--- config.mk ---
export PLATFORM = sky130hd
export DESIGN_NAME = irq_controller
export DESIGN_NICKNAME = d
export VERILOG_FILES = /design/src/rtl/irq_controller_pkg.sv /design/src/rtl/irq_sync.sv /design/src/rtl/irq_controller.sv
export SDC_FILE = /design/constraint.sdc
export NUM_CORES = 1
export LEC_CHECK = 0
export CORE_ASPECT_RATIO = 0.75
export CORE_MARGIN = 10
export CORE_UTILIZATION = 30
export CTS_BUF_LIST = sky130_fd_sc_hd__clkbuf_4 sky130_fd_sc_hd__clkbuf_8 sky130_fd_sc_hd__clkbuf_16
export CTS_CLUSTER_DIAMETER = 60
export DETAILED_ROUTE_END_ITERATION = 16
export SYNTH_ARGS = -nofsm -noshare
export SYNTH_HDL_FRONTEND = slang
export SYNTH_SLANG_ARGS = --single-unit
export TNS_END_PERCENT = 5
--- constraint.sdc ---
create_clock -name i_clk -period 1.5 [get_ports i_clk]
set_input_delay 0.375 -clock i_clk [delete_from_list [all_inputs] [get_ports i_clk]]
set_output_delay 0.375 -clock i_clk [all_outputs]
set_load 0.01 [all_outputs]
--- src/rtl/irq_controller_pkg.sv ---
// irq_controller_pkg: register map and FSM encodings shared by the interrupt controller
package irq_controller_pkg;
  localparam logic [1:0] IRQ_PENDING_ADDR = 2'd0;
  localparam logic [1:0] IRQ_MASK_ADDR    = 2'd1;
  localparam logic [1:0] IRQ_MODE_ADDR    = 2'd2;
  localparam logic [1:0] IRQ_ID_ADDR      = 2'd3;
  typedef enum logic [1:0] {
    ST_IDLE = 2'd0,
    ST_REQ  = 2'd1,
    ST_SVC  = 2'd2
  } state_t;
endpackage

--- src/rtl/irq_sync.sv ---
// irq_sync: per-line flop synchroniser with a previous-sample register for edge detection
module irq_sync #(
  parameter int N_IRQ       = 8,
  parameter int SYNC_STAGES = 2
) (
  input  logic             i_clk,
  input  logic             i_rst_n,
  input  logic [N_IRQ-1:0] i_irq,
  output logic [N_IRQ-1:0] s,
  output logic [N_IRQ-1:0] p
);
  logic [N_IRQ-1:0] chain [SYNC_STAGES];
  // shift raw lines through the chain; p holds last cycle's synchronised sample
  always_ff @(posedge i_clk or negedge i_rst_n) begin
    if (!i_rst_n) begin
      for (int k = 0; k < SYNC_STAGES; k++) chain[k] <= '0;
      p <= '0;
    end else begin
      chain[0] <= i_irq;
      for (int k = 1; k < SYNC_STAGES; k++) chain[k] <= chain[k-1];
      p <= chain[SYNC_STAGES-1];
    end
  end
  assign s = chain[SYNC_STAGES-1];
endmodule

--- src/rtl/irq_controller.sv ---
// irq_controller: pending/mask/mode registers, lowest-index priority and request FSM feeding cop0
module irq_controller
  import irq_controller_pkg::*;
#(
  parameter int N_IRQ       = 8,
  parameter int SYNC_STAGES = 2,
  parameter int ID_W        = 4
) (
  input  logic             i_clk,
  input  logic             i_rst_n,
  input  logic [N_IRQ-1:0] i_irq,
  input  logic             i_we,
  input  logic [1:0]       i_addr,
  input  logic [31:0]      i_wdata,
  output logic [31:0]      o_rdata,
  input  logic             i_exception_taken,
  input  logic             i_eret,
  output logic             o_external_interrupt,
  output logic [ID_W-1:0]  o_irq_id
);
  logic [N_IRQ-1:0] s, p, pending, mask, mode, pend_nxt, masked, w1c;
  logic [ID_W-1:0]  pri_id, active_id;
  logic             req, wr_mask, wr_mode, unused_wdata;
  state_t           state, state_nxt;

  irq_sync #(.N_IRQ(N_IRQ), .SYNC_STAGES(SYNC_STAGES)) u_sync (
    .i_clk   (i_clk),
    .i_rst_n (i_rst_n),
    .i_irq   (i_irq),
    .s       (s),
    .p       (p)
  );

  assign unused_wdata = ^i_wdata[31:N_IRQ];
  assign wr_mask      = i_we && i_addr == IRQ_MASK_ADDR;
  assign wr_mode      = i_we && i_addr == IRQ_MODE_ADDR;
  assign w1c          = (i_we && i_addr == IRQ_PENDING_ADDR) ? i_wdata[N_IRQ-1:0] : '0;
  assign pend_nxt     = (mode & ((s & ~p) | (pending & ~w1c))) | (~mode & s);
  assign masked       = pending & mask;
  assign req          = |masked;

  // configuration and pending registers; a fresh edge beats a same-cycle W1C
  always_ff @(posedge i_clk or negedge i_rst_n) begin
    if (!i_rst_n) begin
      pending <= '0;
      mask    <= '0;
      mode    <= '0;
    end else begin
      pending <= pend_nxt;
      mask    <= wr_mask ? i_wdata[N_IRQ-1:0] : mask;
      mode    <= wr_mode ? i_wdata[N_IRQ-1:0] : mode;
    end
  end

  // lowest enabled pending index wins
  always_comb begin
    pri_id = '0;
    for (int i = N_IRQ - 1; i >= 0; i--) if (masked[i]) pri_id = ID_W'(i);
  end

  // state register and id captured when cop0 accepts the request
  always_ff @(posedge i_clk or negedge i_rst_n) begin
    if (!i_rst_n) begin
      state     <= ST_IDLE;
      active_id <= '0;
    end else begin
      state     <= state_nxt;
      active_id <= (state == ST_REQ && i_exception_taken) ? pri_id : active_id;
    end
  end

  // next state: acceptance beats eret in REQUEST; a dropped request is withdrawn
  always_comb begin
    state_nxt = state == ST_IDLE ? (req ? ST_REQ : ST_IDLE) :
                state == ST_REQ  ? (i_exception_taken ? ST_SVC : (req ? ST_REQ : ST_IDLE)) :
                state == ST_SVC  ? (i_eret ? ST_IDLE : ST_SVC) : ST_IDLE;
  end

  // request line and id view from the current state
  always_comb begin
    o_external_interrupt = state == ST_REQ;
    o_irq_id             = state == ST_REQ ? pri_id : (state == ST_SVC ? active_id : '0);
  end

  // combinational register read, PENDING as default
  always_comb begin
    o_rdata = i_addr == IRQ_MASK_ADDR ? 32'(mask) :
              i_addr == IRQ_MODE_ADDR ? 32'(mode) :
              i_addr == IRQ_ID_ADDR   ? ({state == ST_SVC, 31'd0} | 32'(active_id)) :
              32'(pending);
  end
endmodule
Yosys cells after proc, flatten, opt, wreduce, memory -nomap -nowiden
Cells that the tools add are included.
{ "op_classes": {"n_bitwise": 11, "mux": 20, "n_reduce_logical": 7, "eq_ne": 5} }
{ "ops": {"columns": ["cell", "count"], "rows": [
  ["two-way mux 32 bit", 3],
  ["AND 8 bit", 5],
  ["OR 32 x 4 -> 32 bit", 1],
  ["two-way mux 4 bit", 7],
  ["inverter 8 bit", 3],
  ["OR 8 bit", 2],
  ["two-way mux 2 bit", 5],
  ["two-way mux 3 bit", 3],
  ["two-way mux 8 bit", 1],
  ["OR reduction 8 bit", 1],
  ["== test 2 bit (second input constant)", 3],
  ["== test 2 x 1 -> 1 bit (second input constant)", 2],
  ["logical AND 1 bit", 4],
  ["zero test 2 bit", 2],
  ["two-way mux 1 bit", 1]
]} }
{ "totals": {"output_inout_bits": 37, "regBits": 54, "wordCells": 51} }

Logic depth before layout (Yosys ltp)
Gate-level depths: netlist of run 1.
{ "logic_depth": {"depth_word": 10, "mapped_depth": 4, "mapped_depth_nobuf": 4} }

By module
A second synthesis of run 1 with hierarchy kept.
{ "unflattened": {"cells_unflattened": 185, "hier_area_um2": 2343.5} }
{ "by_module_without_submodules": {"columns": ["mod", "cells_per_inst", "area_each_um2", "n_inst"], "rows": [
  ["irq_controller", 153, 1682.9, 1],
  ["irq_sync", 32, 660.6, 1]
]} }

Worst setup path before layout of run 1
OpenSTA, ideal clock, no wires.
{ "synth_timing": {"kind": "register -> output", "start": "register state[1]", "end": "output o_irq_id[2]", "n_path_buf": 0, "path_stages_with_launch": 5, "slack_ns": 0.014, "arrival_ns": 1.111, "path_cell_list": "dfrtp_1 > and2b_1 > nand2_1 > nor3b_1 > a21o_1"} }
{ "synth_via": {"word_cells_on_any_way": 4, "classes_between": "eq/ne (2); mux (2)"} }
{ "synth_rtl": {"columns": ["item", "line_no", "text"], "rows": [
  ["start: declaration", "irq_controller.sv:24", "state_t state, state_nxt;"],
  ["start signal: assignment", "irq_controller.sv:67", "state <= state_nxt;"],
  ["== test 2 x 1 -> 1 bit", null, null],
  ["net o_external_interrupt", "irq_controller.sv:18", "output logic o_external_interrupt,"],
  ["two-way mux 4 bit", "irq_controller.sv:82", "o_irq_id = state == ST_REQ ? pri_id : (state == ST_SVC ? active_id : '0);"],
  ["end: declaration", "irq_controller.sv:19", "output logic [ID_W-1:0] o_irq_id"]
]} }
The timed path passes the listed nets, and every way through them passes these cells.

Worst setup path in the final report of run 1
{ "layout_timing": {"start": "register pending[7]", "end": "output o_irq_id[2]"} }
{ "layout_via": {"elab_chain_len": 10} }
{ "layout_rtl": {"columns": ["item", "line_no", "text"], "rows": [
  ["start: declaration", "irq_controller.sv:21", "logic [N_IRQ-1:0] s, p, pending, mask, mode, pend_nxt, masked, w1c;"],
  ["start signal: assignment", "irq_controller.sv:49", "pending <= pend_nxt;"],
  ["AND 8 bit", "irq_controller.sv:39", "assign masked = pending & mask;"],
  ["two-way mux 3 bit (3 in series)", "irq_controller.sv:58", "for (int i = N_IRQ - 1; i >= 0; i--) if (masked[i]) pri_id = ID_W'(i);"],
  ["two-way mux 4 bit (5 in series)", "irq_controller.sv:58", null],
  ["two-way mux 4 bit", "irq_controller.sv:82", null]
]} }
Every way passes these cells.

==> results by group, run 1 <==
Timing
  – Final Skew: 0.00555 ns
  – Final Hold Violating Endpoints: 0
  – Final slew viol count: 0
  – Fin worst setup slack: -0.452 ns
  – Tcrit/Tclk final: 130%
  – Setup Total Neg Slack: -2.77 ns
  – RSZ-0062 raised after global routing: true
  – Fmax: just over 500 MHz
  – Final setup violation count: 13
  – Final min period: roughly 2 ns

Floorplan
  – Core Rows: 27
  – Core area: about 0.0074 sq mm
  – # IOs: 84
  – Chip Height: between 90 and 100 microns
  – Starting density of the core: a little under a third
  – Die ar.: approximately 0.012 sq mm
  – Die width: around 120 microns

Yosys
  – Cell count after synthesis: about 180
  – Mapped Area: 0.00230 sq mm
  – Post-synthesis simple-gate area fraction: between 10% and 20%
  – Post-synthesis mux area share: a little over an eighth
  – Synth top area cells: dfrtp_1, buf_4, mux2_2
  – Library cells used by synthesis: 32
  – Largest area contributor in the netlist: dfrtp_1
  – Adder-cell share of the synthesized area: 0%
  – Mean Syn Cell Area: ~13 sq um
  – Register bit total from synthesis: 53
  – Post-Synth XOR/XNOR Area: 0%
  – Synth Area in Compound Gates: a little under a tenth
  – Seq/Total Area, Yosys: 57.8%
  – Share of the synthesized area in the top cell type: about 58%
  – Yosys warning count: 0
  – Main combinational cell family by area after synthesis: multiplexers

Place
  – GPL Wtd Cong: 0.763
  – Detail Placement HPWL: just under 4000 microns
  – IO buf count: 35

Setup path
  – Largest stage delay on the critical path: between 0.4 and 0.5 ns
  – WP data required: 1.12 ns
  – Slowest cell on the critical path: dfrtp_1
  – Crit path DAT: ~1.6 ns
  – CP Capture Type: output port
  – Type of origin of the critical path: register
  – Crit Path Category: reg2out
  – Cells along the critical path: a22o_1 -> nand2b_4 -> nor3b_4 -> a21o_1 -> buf_6
  – Crit-path max FO: 3

Power and ir drop
  – Cell Pwr Density: 1300 mW/mm^2
  – Lkg Pwr: roughly 1.4 nW
  – Total power: approximately 4 mW
  – Max rail drop VDD: around 540 uV

Global route
  – Largest net degree at the start of global routing: 54
  – Initial antenna violation count: 0
  – Number of global-route vias before repair: about 1700
  – First-pass GRT wire length: approximately 8700 microns
  – GRT Util Overall: under 10%
  – Remaining Overflow, GRT: 0

Route
  – Routed len/inst: 14.6 microns
  – # DRC: 0
  – Via/cell ratio: 4.40
  – Vias: approximately 1600
  – Antenna viol nets, final: 0
  – DRT Pass-1 Iters: 4
  – Iteration-0 DRC count of the detailed router: 30
  – DRT Wirelength: 5280 microns

Clock tree
  – H-Tree Depth: 2
  – CTS tree: yes
  – CTS buffer count: 5
  – CTS clock-pin slew for the worst setup and hold paths: ~0.090 ns
  – Root buffer cell: clkbuf_8
  – Clock Latency Late Sink: around 0.30 ns
  – CTS Buffer Depth: 2
  – Sink Count: 53
  – Hold buffer count at cts: 0

Outcome
  – Outcome: finished, violations left
  – Failing checks: setup timing

Run
  – Max-cap violations: 0

Layout
  – Layout cells sized above 1: 37.9%
  – # diodes: 0
  – Fin nets: just over 300
  – Area Overhead vs Synth: 33.9%

Hold path
  – Hold/Removal Path Class: in2async
[placed cells by master (no fill, tap or decap), types with 2 or more instances in the layout]
cell type,count
mux2i_1,5
clkbuf_8,5
nand3_1,3
a22o_1,3
buf_6,6
a32o_1,8
nand2_1,28
nand2_2,3
clkdlybuf4s50_1,19
dfrtp_1,53
clkbuf_4,2
mux4_2,2
a21o_1,2
a21oi_1,2
conb_1,24
buf_2,11
nor3b_4,2
buf_4,40
mux2_2,16
o21ai_1,6
[synthesized netlist by cell type (all sizes together)]
library cell / number
o21ai: 7
nor2b: 2
o211ai: 1
nand2: 31
a32o: 8
nand2b: 1
a221oi: 1
nor3b: 2
a21oi: 2
and2: 1
mux4: 3
nand3: 3
conb: 1
and2b: 1
a31oi: 2
a22oi: 1
dfrtp: 53
and3: 1
nor2: 1
mux2: 16
a32oi: 1
nand3b: 2
mux2i: 5
a22o: 3
buf: 26
inv: 1
a21o: 2
[sequential cells by signal, summed over array words and instances, names as in the netlist]
| name | flops |
|---|---|
| active_id | 3 |
| mask | 8 |
| mode | 8 |
| pending | 8 |
| state | 2 |
| u_sync.chain | 8 |
| u_sync.p | 8 |
| u_sync.s | 8 |
[cell families after synthesis]
| kind of cell | Yosys count |
|---|---|
| other | 1 |
| multiplexers | 24 |
| AO/OA/AOI/OAI | 28 |
| flip-flops | 53 |
| AND/OR/NAND/NOR | 45 |
| buffers and inverters | 27 |
[worst paths after layout]
| check | slack (ns) | depth (start not counted) | endpoint | start |
|---|---|---|---|---|
| worst max register to register | 0.25 | 4 | active_id[2] | pending[7] |
| min in group i_clk | 0.36 | 0 | u_sync.s[0] | u_sync.chain[8] |
| max in group asynchronous | 1.21 | 2 | u_sync.s[0] | i_rst_n |
| worst max-delay path | -0.45 | 5 | o_irq_id[2] | pending[7] |
| worst min-delay path | 0.03 | 2 | u_sync.chain[13] | i_rst_n |
| worst min register to register | 0.36 | 0 | u_sync.s[0] | u_sync.chain[8] |
[power by group]
| group | switching [mW] | internal, mW |
|---|---|---|
| Sequential | 0.130 | 1.64 |
| Clock | 0.451 | 0.367 |
| Combinational | 0.610 | 0.796 |
[repair_timing]
action,CTS,global route
endpoints found under the setup margin,29,13
setup buffers,1,1
pin swaps,5,5
gates resized for setup,79,7
[worst max-delay path, delay by kind of cell, from the launching register on]
kind | cells | cell delay (ns)
simple gates | 2 | 0.32
flops | 1 | 0.41
buf+inv | 1 | 0.12
compound gates | 2 | 0.42
[routing by layer]
| layer | GRT usage (%) | up-vias | wire (microns) |
|---|---|---|---|
| li1 | - | 746 | - |
| met1 | 12.3 | 772 | 2390 |
| met2 | 14.9 | 65 | 2400 |
| met3 | 3.33 | 8 | 443 |
| met4 | 2.71 | 0 | 54 |
| met5 | 0 | - | 0 |
[metrics by stage]
| stage | utilization [%] | std cells | worst slack [ns] | instance area, sq um | hold WS [ns] |
|---|---|---|---|---|---|
| after CTS | 41.1 | 361 | -0.473 | 3040 | 0.0516 |
| after global routing | 41.6 | 362 | -0.533 | 3070 | 0.0554 |
| after floorplan | - | 201 | 0.0143 | 2380 | 0.0794 |
| after detailed placement | 40.2 | 352 | -1.01 | 2970 | 0.336 |
| after global placement | 40.2 | 352 | -1.02 | 2970 | 0.332 |
| final | 41.6 | 362 | -0.452 | 3070 | 0.0338 |
[final cells by class]
type                            instances  area [sq um]
Clock buffer                            7          83.8
Clock inverter                          1          7.51
Fill cell                             719          4320
Inverter                                1          3.75
Multi-Input combinational cell        121           888
Sequential cell                        53          1330
Tap cell                              101           126
Timing Repair Buffer                   78           638
Note: power is estimated with default switching activity, not from simulation.
==> run 2, diff against run 1 <==
- ABC_AREA: not set -> 1
- CORE_UTILIZATION: 30 -> 35
- PLACE_DENSITY: not set -> 0.65
- SLEW_MARGIN: not set -> 20
==> run 2 against run 1 <==
Net effect: the run still ends with setup timing left; global-route usage increased by 0.92 points; via count is 13% higher; clock power rose by 26%; synthesized cell count up 36%; cell area is 4.0% higher; clock skew fell by 0.0032 ns; largest cell class unchanged; largest power group unchanged; highest routed layer unchanged.
==> results by group, run 2 <==
Yosys
  – Mean Syn Cell Area: roughly 9.6 sq um
  – Async S/R FF share, synth: 100%
  – Post-synth EDFFs: 0
  – Library cells used by synthesis: 19
  – Share of the synthesized area in the top cell type: between 50% and 60%
  – Synth top area cells: dfrtp_1, nand2_1, buf_4
  – Mapped Area: about 0.0023 sq mm
  – Adder-cell share of the synthesized area: 0%
  – Top-count cell post-synth: nand2_1
  – Post-synthesis simple-gate area fraction: a little under 20%
  – Main flop type after synthesis: dfrtp_1
  – Cell count after synthesis: approximately 240
  – Seq/Total Area, Yosys: roughly 57%
  – Largest area contributor in the netlist: dfrtp_1
  – Register bit total from synthesis: between 50 and 60
  – Post-Synth XOR/XNOR Area: 0%
  – Synth Area in Compound Gates: about an eighth
  – Most common library cells after synthesis: nand2_1, dfrtp_1, buf_4
  – Post-synthesis mux area share: 0%
  – Main combinational cell family by area after synthesis: simple AND/OR/NAND/NOR gates
  – Yosys warning count: 0

Route
  – Routed len/inst: between 10 and 15 microns
  – DRT Pass-1 Iters: 4
  – Antenna viol nets, final: 0
  – # DRC: 0
  – Iteration-0 DRC count of the detailed router: 59
  – DRT Wirelength: 5270 microns
  – Vias: approximately 1800
  – Via/cell ratio: about 4.4

Layout
  – Area Overhead vs Synth: 37.7%
  – Fin nets: around 370
  – # diodes: 0
  – Post-Layout Cell Count: roughly 410
  – Most frequent cells in the layout: nand2_1, dfrtp_1, buf_4
  – Most common cell after layout, fill and taps aside: nand2_1
  – Layout cells sized above 1: about a third

Timing
  – Final Hold Violating Endpoints: 0
  – Final Skew: about 0.0023 ns
  – RSZ-0062 raised after global routing: true
  – Final setup violation count: 10
  – Tcrit/Tclk final: 119%
  – Final slew viol count: 0
  – Fin worst setup slack: -0.286 ns
  – Final min period: between 1.5 and 2 ns
  – Fmax: approximately 560 MHz

Setup path
  – Crit path DAT: roughly 1.4 ns
  – Crit-path max FO: 2
  – CP Capture Type: output port
  – Type of origin of the critical path: register
  – Crit Path Category: reg2out
  – WP data required: 1.12 ns

Power and ir drop
  – Switching power total: roughly 1.2 mW
  – Pint: roughly 2.8 mW
  – Cell Pwr Density: approximately 1300 mW/mm^2
  – Sw frac: around 30%
  – Lkg Pwr: around 1.6 nW
  – Clock Power Share: 25.6%
  – Sequential share of power: 43.5%
  – Max rail drop VDD: a little over 500 uV
  – Combinational Power Share: 30.9%

Place
  – GPL Wtd Cong: 0.801
  – Worst slack, placed: -1.00 ns
  – Post-Place Cells: around 400
  – IO buf count: 35
  – Detail Placement HPWL: roughly 3900 microns

Outcome
  – Outcome: finished, violations left
  – Failing checks: setup timing

Hold path
  – Hold/Removal Path Class: in2async

Clock tree
  – Clock Latency Late Sink: approximately 0.30 ns
  – CTS buffer count: 5
  – Root buffer cell: clkbuf_8
  – CTS tree: yes
  – Sink Count: 53
  – Post-CTS Setup Bufs: 0
  – H-Tree Depth: 2
  – CTS Buffer Depth: 2
  – CTS clock-pin slew for the worst setup and hold paths: about 0.09 ns

Global route
  – First-pass GRT wire length: roughly 8900 microns
  – GRT Util Overall: 10.5%
  – Initial antenna violation count: 0
  – GR Util met1: approximately 14%
  – Remaining Overflow, GRT: 0
  – GRT busiest layer: met2
  – Number of global-route vias before repair: 1860
  – Met3 usage: roughly 3.6%
  – Met2 usage in global routing: around 16%
  – Largest net degree at the start of global routing: 54

Floorplan
  – Starting density of the core: about 36%
  – Core area: between 0.006 and 0.007 sq mm
  – Core Rows: 25
  – Chip Height: approximately 91 microns
  – # IOs: 84
  – Die ar.: approximately 0.010 sq mm
  – Die width: around 110 microns

Run
  – Max-cap violations: 0
==> run 2: cell count changes in the layout (fill, tap and decap cells not counted), sizes merged, moves of 3 or more <==
cell / change
a32o: -8
o21ai: +16
nor2: +9
o211ai: +7
mux2i: -5
mux2: -16
a22o: -3
nand2: +56
inv: +15
nand3: +9
mux4: -3
==> run 2: worst max-delay path, cell delays in order (launching register included) <==
cell	delay, ns
dfrtp_1	0.41
nand2_2	0.10
inv_2	0.04
nand2_2	0.04
nand2_1	0.04
nand2_1	0.05
nand2_1	0.05
nand2_1	0.07
nand2_2	0.07
nand3_2	0.06
nand2_2	0.06
buf_6	0.12
==> run 2: layout make-up <==
class	instances	area, sq um
clock buffer	7	90.1
clock inverter	1	30.0
sequential	53	1330
multi-input combinational	171	900
fill	612	3180
timing repair buffer	79	687
inverter	16	62.6
tap	81	101
==> run 2: kinds of logic (layout without fill, tap and decap cells) <==
logic type,count (synthesis),in the layout
buffers and inverters,42,103
AO/OA/AOI/OAI,37,37
other,1,24
AND/OR/NAND/NOR,109,110
flip-flops,53,53
==> run 2: path summary, 6_finish.rpt <==
check | start | to | slack [ns] | cells after the start
max in group asynchronous | i_rst_n | active_id[2] | 1.22 | 2
worst min register to register | u_sync.chain[14] | u_sync.s[6] | 0.36 | 0
min in group i_clk | u_sync.chain[14] | u_sync.s[6] | 0.36 | 0
worst max-delay path | mask[7] | o_irq_id[0] | -0.29 | 11
worst max register to register | state[0] | active_id[0] | 0.36 | 7
worst min-delay path | i_rst_n | u_sync.chain[10] | 0.04 | 2
==> run 2: timing repair <==
action,CTS,global route
hold buffers,0,0
pin swaps,5,9
resized for setup,75,30
cloned,1,0
endpoints found under the setup margin,29,13
==> run 2: metrics by stage <==
| stage | power [mW] | hold slack (ns) | setup TNS, ns | util [%] | area [sq um] |
|---|---|---|---|---|---|
| 2_1_floorplan | 2.29 | 0.0794 | 0 | - | 2410 |
| 3_3_place_gp | 2.91 | 0.332 | -16.83 | 46.9 | 2990 |
| 6_report | 4.00 | 0.0354 | -1.55 | 50.1 | 3200 |
| 4_1_cts | 3.93 | 0.0606 | -2.32 | 48.7 | 3110 |
| 3_5_place_dp | 2.94 | 0.337 | -17.84 | 46.9 | 2990 |
| 5_1_grt | 4.26 | 0.0536 | -2.59 | 50.1 | 3200 |
==> run 2: power by group through the flow <==
stage	Clock, mW	Combinational, mW	Sequential, mW
2_1_floorplan	0	0.540	1.75
3_5_place_dp	0	1.18	1.75
4_1_cts	1.04	1.15	1.73
6_report	1.03	1.24	1.74
3_3_place_gp	0	1.17	1.74
5_1_grt	1.12	1.38	1.77
==> run 2: metal layers <==
layer  up-vias  wire, microns  part of all wire, %
li1        901              -                    -
met1       847           2420                   46
met2        45           2410                   46
met3         5            398                  7.6
met4         0             40                 0.76
met5         -              0                    0
==> run 3, diff against run 2 <==
- CORE_ASPECT_RATIO: 0.75 -> 0.7
==> run 3 against run 2 <==
Net effect: the run still ends with setup timing left; clock skew is 0.0035 ns higher; global-route usage hardly changed; clock-buffer cell count shrank 1; setup slack improved by 0.0085 ns; combinational power down 4%; critical path type unchanged.
==> results by group, run 3 (same netlist as run 2, synthesis figures left out) <==
Timing
  – Final Hold Violating Endpoints: 0
  – Final setup violation count: 12
  – Tcrit/Tclk final: 118%
  – RSZ-0062 raised after global routing: true
  – Fmax: approximately 560 MHz
  – Final min period: 1.78 ns
  – Fin worst setup slack: -0.277 ns
  – Final Skew: just under 0.006 ns
  – Final slew viol count: 0

Global route
  – Initial antenna violation count: 0
  – GRT Util Overall: 10.4%
  – First-pass GRT wire length: about 8700 microns
  – Largest net degree at the start of global routing: 54
  – Remaining Overflow, GRT: 0
  – Number of global-route vias before repair: 1745

Place
  – Placement Cell Area: approximately 0.0030 sq mm
  – Detail Placement HPWL: about 4000 microns
  – GPL Wtd Cong: ~0.88
  – Worst slack, placed: -1.00 ns
  – IO buf count: 35

Route
  – Via/cell ratio: between 4 and 5
  – M1 wire length: between 2000 and 3000 microns
  – DRT Pass-1 Iters: 4
  – Iteration-0 DRC count of the detailed router: 83
  – Routed len/inst: ~13 microns
  – # DRC: 0
  – Met3 wire length: between 300 and 400 microns
  – DRT Wirelength: roughly 5300 microns
  – Top sig layer: met4
  – Vias: 1803
  – Metal2 WL: ~2400 microns
  – Antenna viol nets, final: 0

Setup path
  – Most common cell on crit path: nand2_1
  – Type of origin of the critical path: register
  – Worst Setup SP: pending[7]
  – Reg2reg path depth: 7
  – Crit-path max FO: 2
  – Setup slack, reg-to-reg: 0.36 ns
  – Crit Path Category: reg2out
  – CP Capture Point: o_irq_id[0]
  – Largest stage delay on the critical path: just over 0.4 ns
  – Worst r2r dst: active_id[0]
  – Slowest cell on the critical path: dfrtp_1
  – R2R Path Start: state[0]
  – Cells along the critical path: nand2_2 -> inv_1 -> nand2_1 -> nand2_1 -> nand2_1 -> nand2_1 -> nand2_1 -> nand2_2 -> nand3_1 -> nand2_1 -> buf_2
  – CP Capture Type: output port
  – WP data required: 1.12 ns
  – Crit path DAT: 1.40 ns

Floorplan
  – Chip Height: around 88 microns
  – Die ar.: a little over 0.01 sq mm
  – Core Rows: 24
  – Starting density of the core: a little over a third
  – Die width: between 100 and 150 microns
  – # IOs: between 80 and 90
  – Core area: 0.00634 sq mm

Run
  – Max-cap violations: 0

Clock tree
  – CTS clock-pin slew for the worst setup and hold paths: approximately 0.10 ns
  – H-Tree Depth: 2
  – Root buffer cell: clkbuf_8
  – CTS tree: yes
  – CTS Buffer Depth: 2
  – Clock Latency Late Sink: just over 0.3 ns
  – CTS buffer count: 5
  – Sink Count: 53

Power and ir drop
  – Cell Pwr Density: roughly 1200 mW/mm^2
  – Max rail drop VDD: about 440 uV
  – Lkg Pwr: between 1.5 and 2 nW

Layout
  – Most common cell after layout, fill and taps aside: nand2_1
  – Final Instance Area: between 0.003 and 0.004 sq mm
  – Fin nets: approximately 380
  – Layout cells sized above 1: roughly 31%
  – Post-layout util: around 50%
  – Most frequent cells in the layout: nand2_1, dfrtp_1, buf_4
  – Area Overhead vs Synth: 36.7%
  – # diodes: 0

Hold path
  – Hold/Removal Path Class: in2async

Outcome
  – Failing checks: setup timing
  – Outcome: finished, violations left
==> run 3: worst min-delay path by stage <==
stage                                   to             start
after floorplan               active_id[0]           i_rst_n
after global placement         u_sync.s[4]  u_sync.chain[12]
after detailed placement       u_sync.s[6]  u_sync.chain[14]
after CTS                 u_sync.chain[10]           i_rst_n
after global routing      u_sync.chain[10]           i_rst_n
final                     u_sync.chain[10]           i_rst_n
==> run 3: layout make-up <==
cell class,count,area (sq um)
multi-input combinational,170,868
clock inverter,2,37.5
fill,595,3160
tap,91,114
inverter,16,60.1
sequential,53,1330
clock buffer,6,82.6
timing repair buffer,83,684
==> run 3: metrics by stage <==
step	hold slack [ns]	power, mW	TNS (ns)	std cells
after floorplan	0.0794	2.29	0	265
after global placement	0.331	2.92	-16.17	412
after detailed placement	0.335	2.94	-17.35	412
after CTS	0.0499	3.95	-2.64	421
after global routing	0.0451	4.20	-3.47	421
final	0.0279	3.94	-2.43	421
==> run 3: worst max-delay path: cells and delay by family (launching register included) <==
family	cells	cell delay, ns
buffers and inverters	2	0.18
DFF	1	0.41
and+or+nand+nor	9	0.50
==> run 3: metal layers <==
| layer | vias to the layer above | track usage, % |
|---|---|---|
| met5 | - | 0 |
| met4 | 0 | 3.85 |
| met3 | 9 | 3.47 |
| met2 | 50 | 16.0 |
| met1 | 830 | 13.5 |
| li1 | 914 | - |
==> run 3: repair_timing <==
| item | in CTS | in global routing |
|---|---|---|
| gates resized for setup | 66 | 4 |
| pin swaps | 4 | 2 |
| setup endpoints to repair | 21 | 13 |
| hold buffers | 0 | 0 |
| setup buffers | 1 | 0 |
| hold endpoints to repair | 0 | 0 |
==> run 3: power breakdown <==
| group | switching (mW) | total [mW] | leakage, nW | internal (mW) |
|---|---|---|---|---|
| Sequential | 0.117 | 1.74 | 0.636 | 1.62 |
| Clock | 0.478 | 1.02 | 0.0574 | 0.543 |
| Combinational | 0.606 | 1.19 | 0.904 | 0.580 |
| Total | 1.20 | 3.94 | 1.60 | 2.74 |
